**src/rtl/myo_spi_scheduler.sv**
```systemverilog
// Per-frame SPI transaction sequencer for the myocontrol muscle boards.
// Optional define MYO_SCHED_TIMEOUT_EN adds a spi_done watchdog and drives timeout_err.
module myo_spi_scheduler #(
  parameter int unsigned NUM_UNITS      = 6,
  parameter int unsigned PERIOD_CYCLES  = 100000,
  parameter int unsigned SETUP_CYCLES   = 4,
  parameter int unsigned GAP_CYCLES     = 8,
  parameter int unsigned TIMEOUT_CYCLES = 1024
) (
  input  logic                         clk,
  input  logic                         reset_n,
  input  logic                         run,
  input  logic [NUM_UNITS-1:0]         unit_mask,
  input  logic                         power_sense_n,
  input  logic                         spi_done,
  input  logic                         clear_overrun,
  output logic                         spi_start,
  output logic [NUM_UNITS-1:0]         ss_n_o,
  output logic [$clog2(NUM_UNITS)-1:0] cur_unit,
  output logic                         busy,
  output logic                         frame_done,
  output logic                         overrun,
  output logic                         timeout_err
);

  localparam int unsigned IDX_W = $clog2(NUM_UNITS);
  localparam int unsigned CNT_W = (PERIOD_CYCLES > 1) ? $clog2(PERIOD_CYCLES) : 1;
  localparam int unsigned MAX_D = (SETUP_CYCLES > GAP_CYCLES) ? SETUP_CYCLES : GAP_CYCLES;
  localparam int unsigned DLY_W = $clog2(MAX_D + 1);

  localparam logic [CNT_W-1:0]     CNT_LAST   = CNT_W'(PERIOD_CYCLES - 1);
  localparam logic [DLY_W-1:0]     SETUP_LAST = DLY_W'(SETUP_CYCLES - 1);
  localparam logic [DLY_W-1:0]     GAP_LAST   = DLY_W'(GAP_CYCLES - 1);
  localparam logic [IDX_W-1:0]     IDX_LAST   = IDX_W'(NUM_UNITS - 1);
  localparam logic [NUM_UNITS-1:0] ONE_HOT0   = {{(NUM_UNITS-1){1'b0}}, 1'b1};

  localparam logic [2:0] S_IDLE  = 3'd0;
  localparam logic [2:0] S_SCAN  = 3'd1;
  localparam logic [2:0] S_SETUP = 3'd2;
  localparam logic [2:0] S_START = 3'd3;
  localparam logic [2:0] S_BUSY  = 3'd4;
  localparam logic [2:0] S_GAP   = 3'd5;

  logic [2:0]           state_q, state_d;
  logic [CNT_W-1:0]     cnt_q, cnt_d;
  logic [DLY_W-1:0]     dly_q, dly_d;
  logic [IDX_W-1:0]     idx_q, idx_d;
  logic [IDX_W-1:0]     cur_q, cur_d;
  logic [NUM_UNITS-1:0] mask_q, mask_d;
  logic [NUM_UNITS-1:0] ss_q, ss_d;
  logic                 busy_q, busy_d;
  logic                 frame_done_q, frame_done_d;
  logic                 overrun_q, overrun_d;
  logic                 abort_q, abort_d;
  logic                 tick;
  logic                 power_ok;
  logic                 release_sel;

`ifdef MYO_SCHED_TIMEOUT_EN
  localparam int unsigned TMO_W = $clog2(TIMEOUT_CYCLES + 1);
  localparam logic [TMO_W-1:0] TMO_LAST = TMO_W'(TIMEOUT_CYCLES - 1);
  logic [TMO_W-1:0] tmo_q, tmo_d;
  logic             timeout_q, timeout_d;
`endif

  assign power_ok = ~power_sense_n;

  always_comb begin
    cnt_d = cnt_q;
    tick  = 1'b0;
    if (!run) begin
      cnt_d = '0;
    end else if (cnt_q == CNT_LAST) begin
      cnt_d = '0;
      tick  = 1'b1;
    end else begin
      cnt_d = cnt_q + 1'b1;
    end
  end

  always_comb begin
    state_d      = state_q;
    dly_d        = dly_q;
    idx_d        = idx_q;
    cur_d        = cur_q;
    mask_d       = mask_q;
    ss_d         = ss_q;
    busy_d       = busy_q;
    frame_done_d = 1'b0;
    abort_d      = abort_q;
    release_sel  = 1'b0;
`ifdef MYO_SCHED_TIMEOUT_EN
    tmo_d        = tmo_q;
    timeout_d    = timeout_q;
`endif

    overrun_d = overrun_q;
    if (clear_overrun)   overrun_d = 1'b0;
    if (tick && busy_q)  overrun_d = 1'b1;

    case (state_q)
      S_IDLE: begin
        if (tick && power_ok && (|unit_mask)) begin
          mask_d  = unit_mask;
          idx_d   = '0;
          busy_d  = 1'b1;
          state_d = S_SCAN;
        end
      end
      S_SCAN: begin
        if (!power_ok) begin
          ss_d    = '1;
          busy_d  = 1'b0;
          state_d = S_IDLE;
        end else if (mask_q[idx_q]) begin
          cur_d   = idx_q;
          ss_d    = ~(ONE_HOT0 << idx_q);
          dly_d   = '0;
          state_d = S_SETUP;
        end else if (idx_q == IDX_LAST) begin
          frame_done_d = 1'b1;
          busy_d       = 1'b0;
          state_d      = S_IDLE;
        end else begin
          idx_d = idx_q + 1'b1;
        end
      end
      S_SETUP: begin
        if (!power_ok) begin
          ss_d    = '1;
          busy_d  = 1'b0;
          state_d = S_IDLE;
        end else if (dly_q == SETUP_LAST) begin
          state_d = S_START;
        end else begin
          dly_d = dly_q + 1'b1;
        end
      end
      S_START: begin
        // power loss from here on only takes effect once the transaction ends
        abort_d = ~power_ok;
        state_d = S_BUSY;
`ifdef MYO_SCHED_TIMEOUT_EN
        tmo_d   = TMO_W'(1);
`endif
      end
      S_BUSY: begin
        if (!power_ok) abort_d = 1'b1;
        release_sel = spi_done;
`ifdef MYO_SCHED_TIMEOUT_EN
        if (!spi_done) begin
          if (tmo_q >= TMO_LAST) begin
            release_sel = 1'b1;
            timeout_d   = 1'b1;
          end else begin
            tmo_d = tmo_q + 1'b1;
          end
        end
`endif
        if (release_sel) begin
          ss_d  = '1;
          dly_d = '0;
          if (abort_d) begin
            abort_d = 1'b0;
            busy_d  = 1'b0;
            state_d = S_IDLE;
          end else begin
            state_d = S_GAP;
          end
        end
      end
      S_GAP: begin
        if (!power_ok) begin
          busy_d  = 1'b0;
          state_d = S_IDLE;
        end else if (dly_q == GAP_LAST) begin
          if (idx_q == IDX_LAST) begin
            frame_done_d = 1'b1;
            busy_d       = 1'b0;
            state_d      = S_IDLE;
          end else begin
            idx_d   = idx_q + 1'b1;
            state_d = S_SCAN;
          end
        end else begin
          dly_d = dly_q + 1'b1;
        end
      end
      default: begin
        ss_d    = '1;
        busy_d  = 1'b0;
        abort_d = 1'b0;
        state_d = S_IDLE;
      end
    endcase
  end

  always_ff @(posedge clk or negedge reset_n) begin
    if (!reset_n) begin
      state_q      <= S_IDLE;
      cnt_q        <= '0;
      dly_q        <= '0;
      idx_q        <= '0;
      cur_q        <= '0;
      mask_q       <= '0;
      ss_q         <= '1;
      busy_q       <= 1'b0;
      frame_done_q <= 1'b0;
      overrun_q    <= 1'b0;
      abort_q      <= 1'b0;
    end else begin
      state_q      <= state_d;
      cnt_q        <= cnt_d;
      dly_q        <= dly_d;
      idx_q        <= idx_d;
      cur_q        <= cur_d;
      mask_q       <= mask_d;
      ss_q         <= ss_d;
      busy_q       <= busy_d;
      frame_done_q <= frame_done_d;
      overrun_q    <= overrun_d;
      abort_q      <= abort_d;
    end
  end

`ifdef MYO_SCHED_TIMEOUT_EN
  always_ff @(posedge clk or negedge reset_n) begin
    if (!reset_n) begin
      tmo_q     <= '0;
      timeout_q <= 1'b0;
    end else begin
      tmo_q     <= tmo_d;
      timeout_q <= timeout_d;
    end
  end
  assign timeout_err = timeout_q;
`else
  assign timeout_err = 1'b0;
`endif

  assign spi_start  = (state_q == S_START);
  assign ss_n_o     = ss_q;
  assign cur_unit   = cur_q;
  assign busy       = busy_q;
  assign frame_done = frame_done_q;
  assign overrun    = overrun_q;

endmodule

```
**config.mk**
```make
export PLATFORM = sky130hd
export DESIGN_NAME = myo_spi_scheduler
export DESIGN_NICKNAME = d
export VERILOG_FILES = /design/src/rtl/myo_spi_scheduler.sv
export SDC_FILE = /design/constraint.sdc
export NUM_CORES = 1
export LEC_CHECK = 0
export CAP_MARGIN = 10
export CORE_MARGIN = 3
export CORE_UTILIZATION = 51
export CTS_CLUSTER_DIAMETER = 50
export CTS_CLUSTER_SIZE = 10
export DETAILED_ROUTE_END_ITERATION = 16
export PLACE_DENSITY = 0.77
export SYNTH_ARGS = -nofsm -noshare
export SYNTH_HDL_FRONTEND = slang
export SYNTH_SLANG_ARGS = --single-unit
```
**constraint.sdc**
```tcl
create_clock -name clk -period 2.1 [get_ports clk]
set_input_delay 0.42 -clock clk [delete_from_list [all_inputs] [get_ports clk]]
set_output_delay 0.42 -clock clk [all_outputs]
set_load 0.1 [all_outputs]
```
==> out/qor.txt <==
synth-to-layout area growth - 31.45%
Worst Setup Start Kind - flop
EDFF count, synth - 0
Avg Cell Area, Syn - 9.696 µm²
crit end category - flop
WL final - 5822 µm
overall routing resource usage - 0.2080
Power, Total - 2.670 mW
Final setup viols - 0
post-synthesis compound-gate area fraction - 0.1369
antenna viol nets, final - 0
Syn Std Cell Area - 2550 µm²
Die Area - 5884 µm²
synth cell count leaders - dfrtp_1 (40), nor2_1 (33), nand2_1 (20), inv_1 (12), mux2_2 (11)
Final GP Congestion - 0.8731
Yosys top cell area share - 0.3925
Critical Path RT - 2290 ps
largest net degree at the start of global routing - 25
largest family of logic cells by synthesized area - simple AND/OR/NAND/NOR gates
fmax - 489.1 MHz
Synth Area in XOR/XNOR - 0.04465
Hold-fix buffers, CTS - 0
Post-Synth Simple-Gate Area - 0.2218
Leak - 1.513 nW
TritonCTS Buffers - 5
final hold vios - 0
Final min period - 2044 ps
diode count - 0
Slew Limit Fails - 0
Main synth FF type - dfrtp_1
Hold WC Path Type - in2async
Die H - 76.71 µm
CTS max path bufs - 2
num ports - 26
yosys warns - 0
htree depth - 2
worst skew pair latency - 310 ps
number of synthesized register bits - 46
Seq/Total Area, Yosys - 0.4544
first-pass GRT wire length - 9908 µm
crit path DAT - 2240 ps
Setup TNS - 0 ps
TritonCTS clock tree - done
maximum VDD drop - 0.4379 mV
post-synth top area cell - dfrtp_1
slowest CP cell - dfrtp_2
post-synthesis mux area share - 0.06820
crit path cell chain - mux2i_1 > or3_1 > a211o_1 > a21oi_2 > mux2_2
Root Driver - clkbuf_8
PwrDens - 796.5 nW/µm²
synthesized instance count - 263
DR vias - 2148
Initial Utilization - 0.5328
Clock Skew - 13.38 ps
Buffers on Ports - 24
status - completed
Slew @ Worst Pin - 535.3 ps
slew margin rel. - 0.6431
max cap viols - 0
initial antenna violation count - 0
Post-Syn Nets - 282
DR WL/cell - 15.04 µm
final period utilization - 0.9735
critical path type - reg2reg
post-synthesis adder-cell area fraction - 0.03435
GRT overflow - 0
clk sinks - 46
DR vias/cell - 5.550
FP Rows - 25
Netlist cell types - 51
layout cell share with drive strength beyond 1 - 0.2750
Critical Path Fanout Max - 5
vias in the first global route - 2162
drt initial violations - 128
nets - 338
DIE WIDTH - 76.71 µm
register clock-pin slew on the reported worst setup and hold paths - 100 ps
CP peak stage delay - 470 ps
core area - 4786 µm²
largest cells by area after synthesis - dfrtp_1 (39%), dfstp_2 (6.2%), nor2_1 (4.9%)
dpl hpwl - 4262 µm
residual DRC count - 0
most common cell in the netlist - dfrtp_1
router iterations before antenna repair - 4
FFs w/ async S/R, synth - 1.000
## power by group
part / internal [mW] / switching [mW]
registers: 0.977 / 0.0952
clock network: 0.477 / 0.326
logic: 0.313 / 0.482
total: 1.77 / 0.904
## stage by stage
| step | instances | setup WS, ps | utilization | area [µm²] | hold WS, ps |
|---|---|---|---|---|---|
| global route | 387 | -9.308 | 0.7004 | 3352 | 102.9 |
| detailed placement | 375 | -437.8 | 0.6533 | 3127 | 431.4 |
| finish | 387 | 55.58 | 0.7004 | 3352 | 69.65 |
| global placement | 375 | -354.3 | 0.6533 | 3127 | 434.7 |
| CTS | 384 | 10.09 | 0.6868 | 3287 | 88.94 |
| floorplan | 263 | 75.92 | - | 2557 | 124.4 |
## registers in the layout (all words and copies together) (netlist names)
register    cells
cnt_q          17
mask_q          6
ss_n_o          6
dly_q           4
cur_unit        3
idx_q           3
state_q         3
abort_q         1
busy            1
frame_done      1
overrun         1
## metal layers
metal	track usage	vias to the layer above	routed length, µm
li1	-	1048	-
met1	0.2608	1042	2556
met2	0.3528	50	3010
met3	0.05399	8	176
met4	0.05978	0	78
met5	0	-	0
## worst max-delay path, delay by kind of cell (launching register included)
kind,cells,cell delay (ps)
AND/OR/NAND/NOR,1,360
multiplexers,2,520
flip-flops,1,470
AO/OA/AOI/OAI,2,570
## cell type report
| class | instances | area, µm² |
|---|---|---|
| fillers | 337 | 1434 |
| multi-input cells | 193 | 1345 |
| flip-flops and latches | 46 | 1160 |
| repair buffers | 61 | 580.6 |
| well taps | 67 | 83.83 |
| clock buffers | 5 | 68.82 |
| clock inverters | 3 | 68.82 |
| inverters | 12 | 45.04 |
## cells by family (layout without fill, tap and decap cells)
family          Yosys count  count (layout)
compound gates           50              50
xor+xnor                 13              13
fa+ha+maj                 7               7
buf+inv                  24              81
flops                    46              46
mux                      16              16
other cells               1               1
simple gates            106             106
## layout by cell type, fill, tap and decap left out, types with 5 or more instances in the layout
| cell type | n |
|---|---|
| xor2_1 | 7 |
| nand3_1 | 9 |
| mux2i_1 | 5 |
| nand4_1 | 5 |
| ha_1 | 6 |
| inv_1 | 12 |
| clkdlybuf4s50_1 | 7 |
| buf_4 | 42 |
| clkbuf_8 | 5 |
| xnor2_1 | 6 |
| nor2_1 | 32 |
| dfrtp_1 | 39 |
| mux2_2 | 11 |
| nor2b_1 | 7 |
| dfstp_2 | 6 |
| a31oi_1 | 5 |
| nand2_1 | 20 |
| a21oi_1 | 10 |
| nor3_1 | 7 |
| buf_12 | 8 |
| o21ai_0 | 8 |
## what timing repair did
action / CTS / global route
pin swaps: 3 / 11
endpoints found under the setup margin: 12 / 13
setup buffers: 1 / 3
resized for setup: 4 / 7
## final timing paths
kind / start / to / slack (ps) / depth (start not counted)
setup / recovery: idx_q[0] / dly_q[1] / 60 / 5
hold / removal: reset_n / mask_q[3] / 70 / 1
setup reg to reg: idx_q[0] / dly_q[1] / 60 / 5
hold reg to reg: ss_n_o[2] / ss_n_o[2] / 510 / 2
max in group asynchronous: reset_n / ss_n_o[5] / 1390 / 2
min in group clk: unit_mask[1] / mask_q[1] / 390 / 2
No activity file was read; power rests on OpenSTA's default activity.
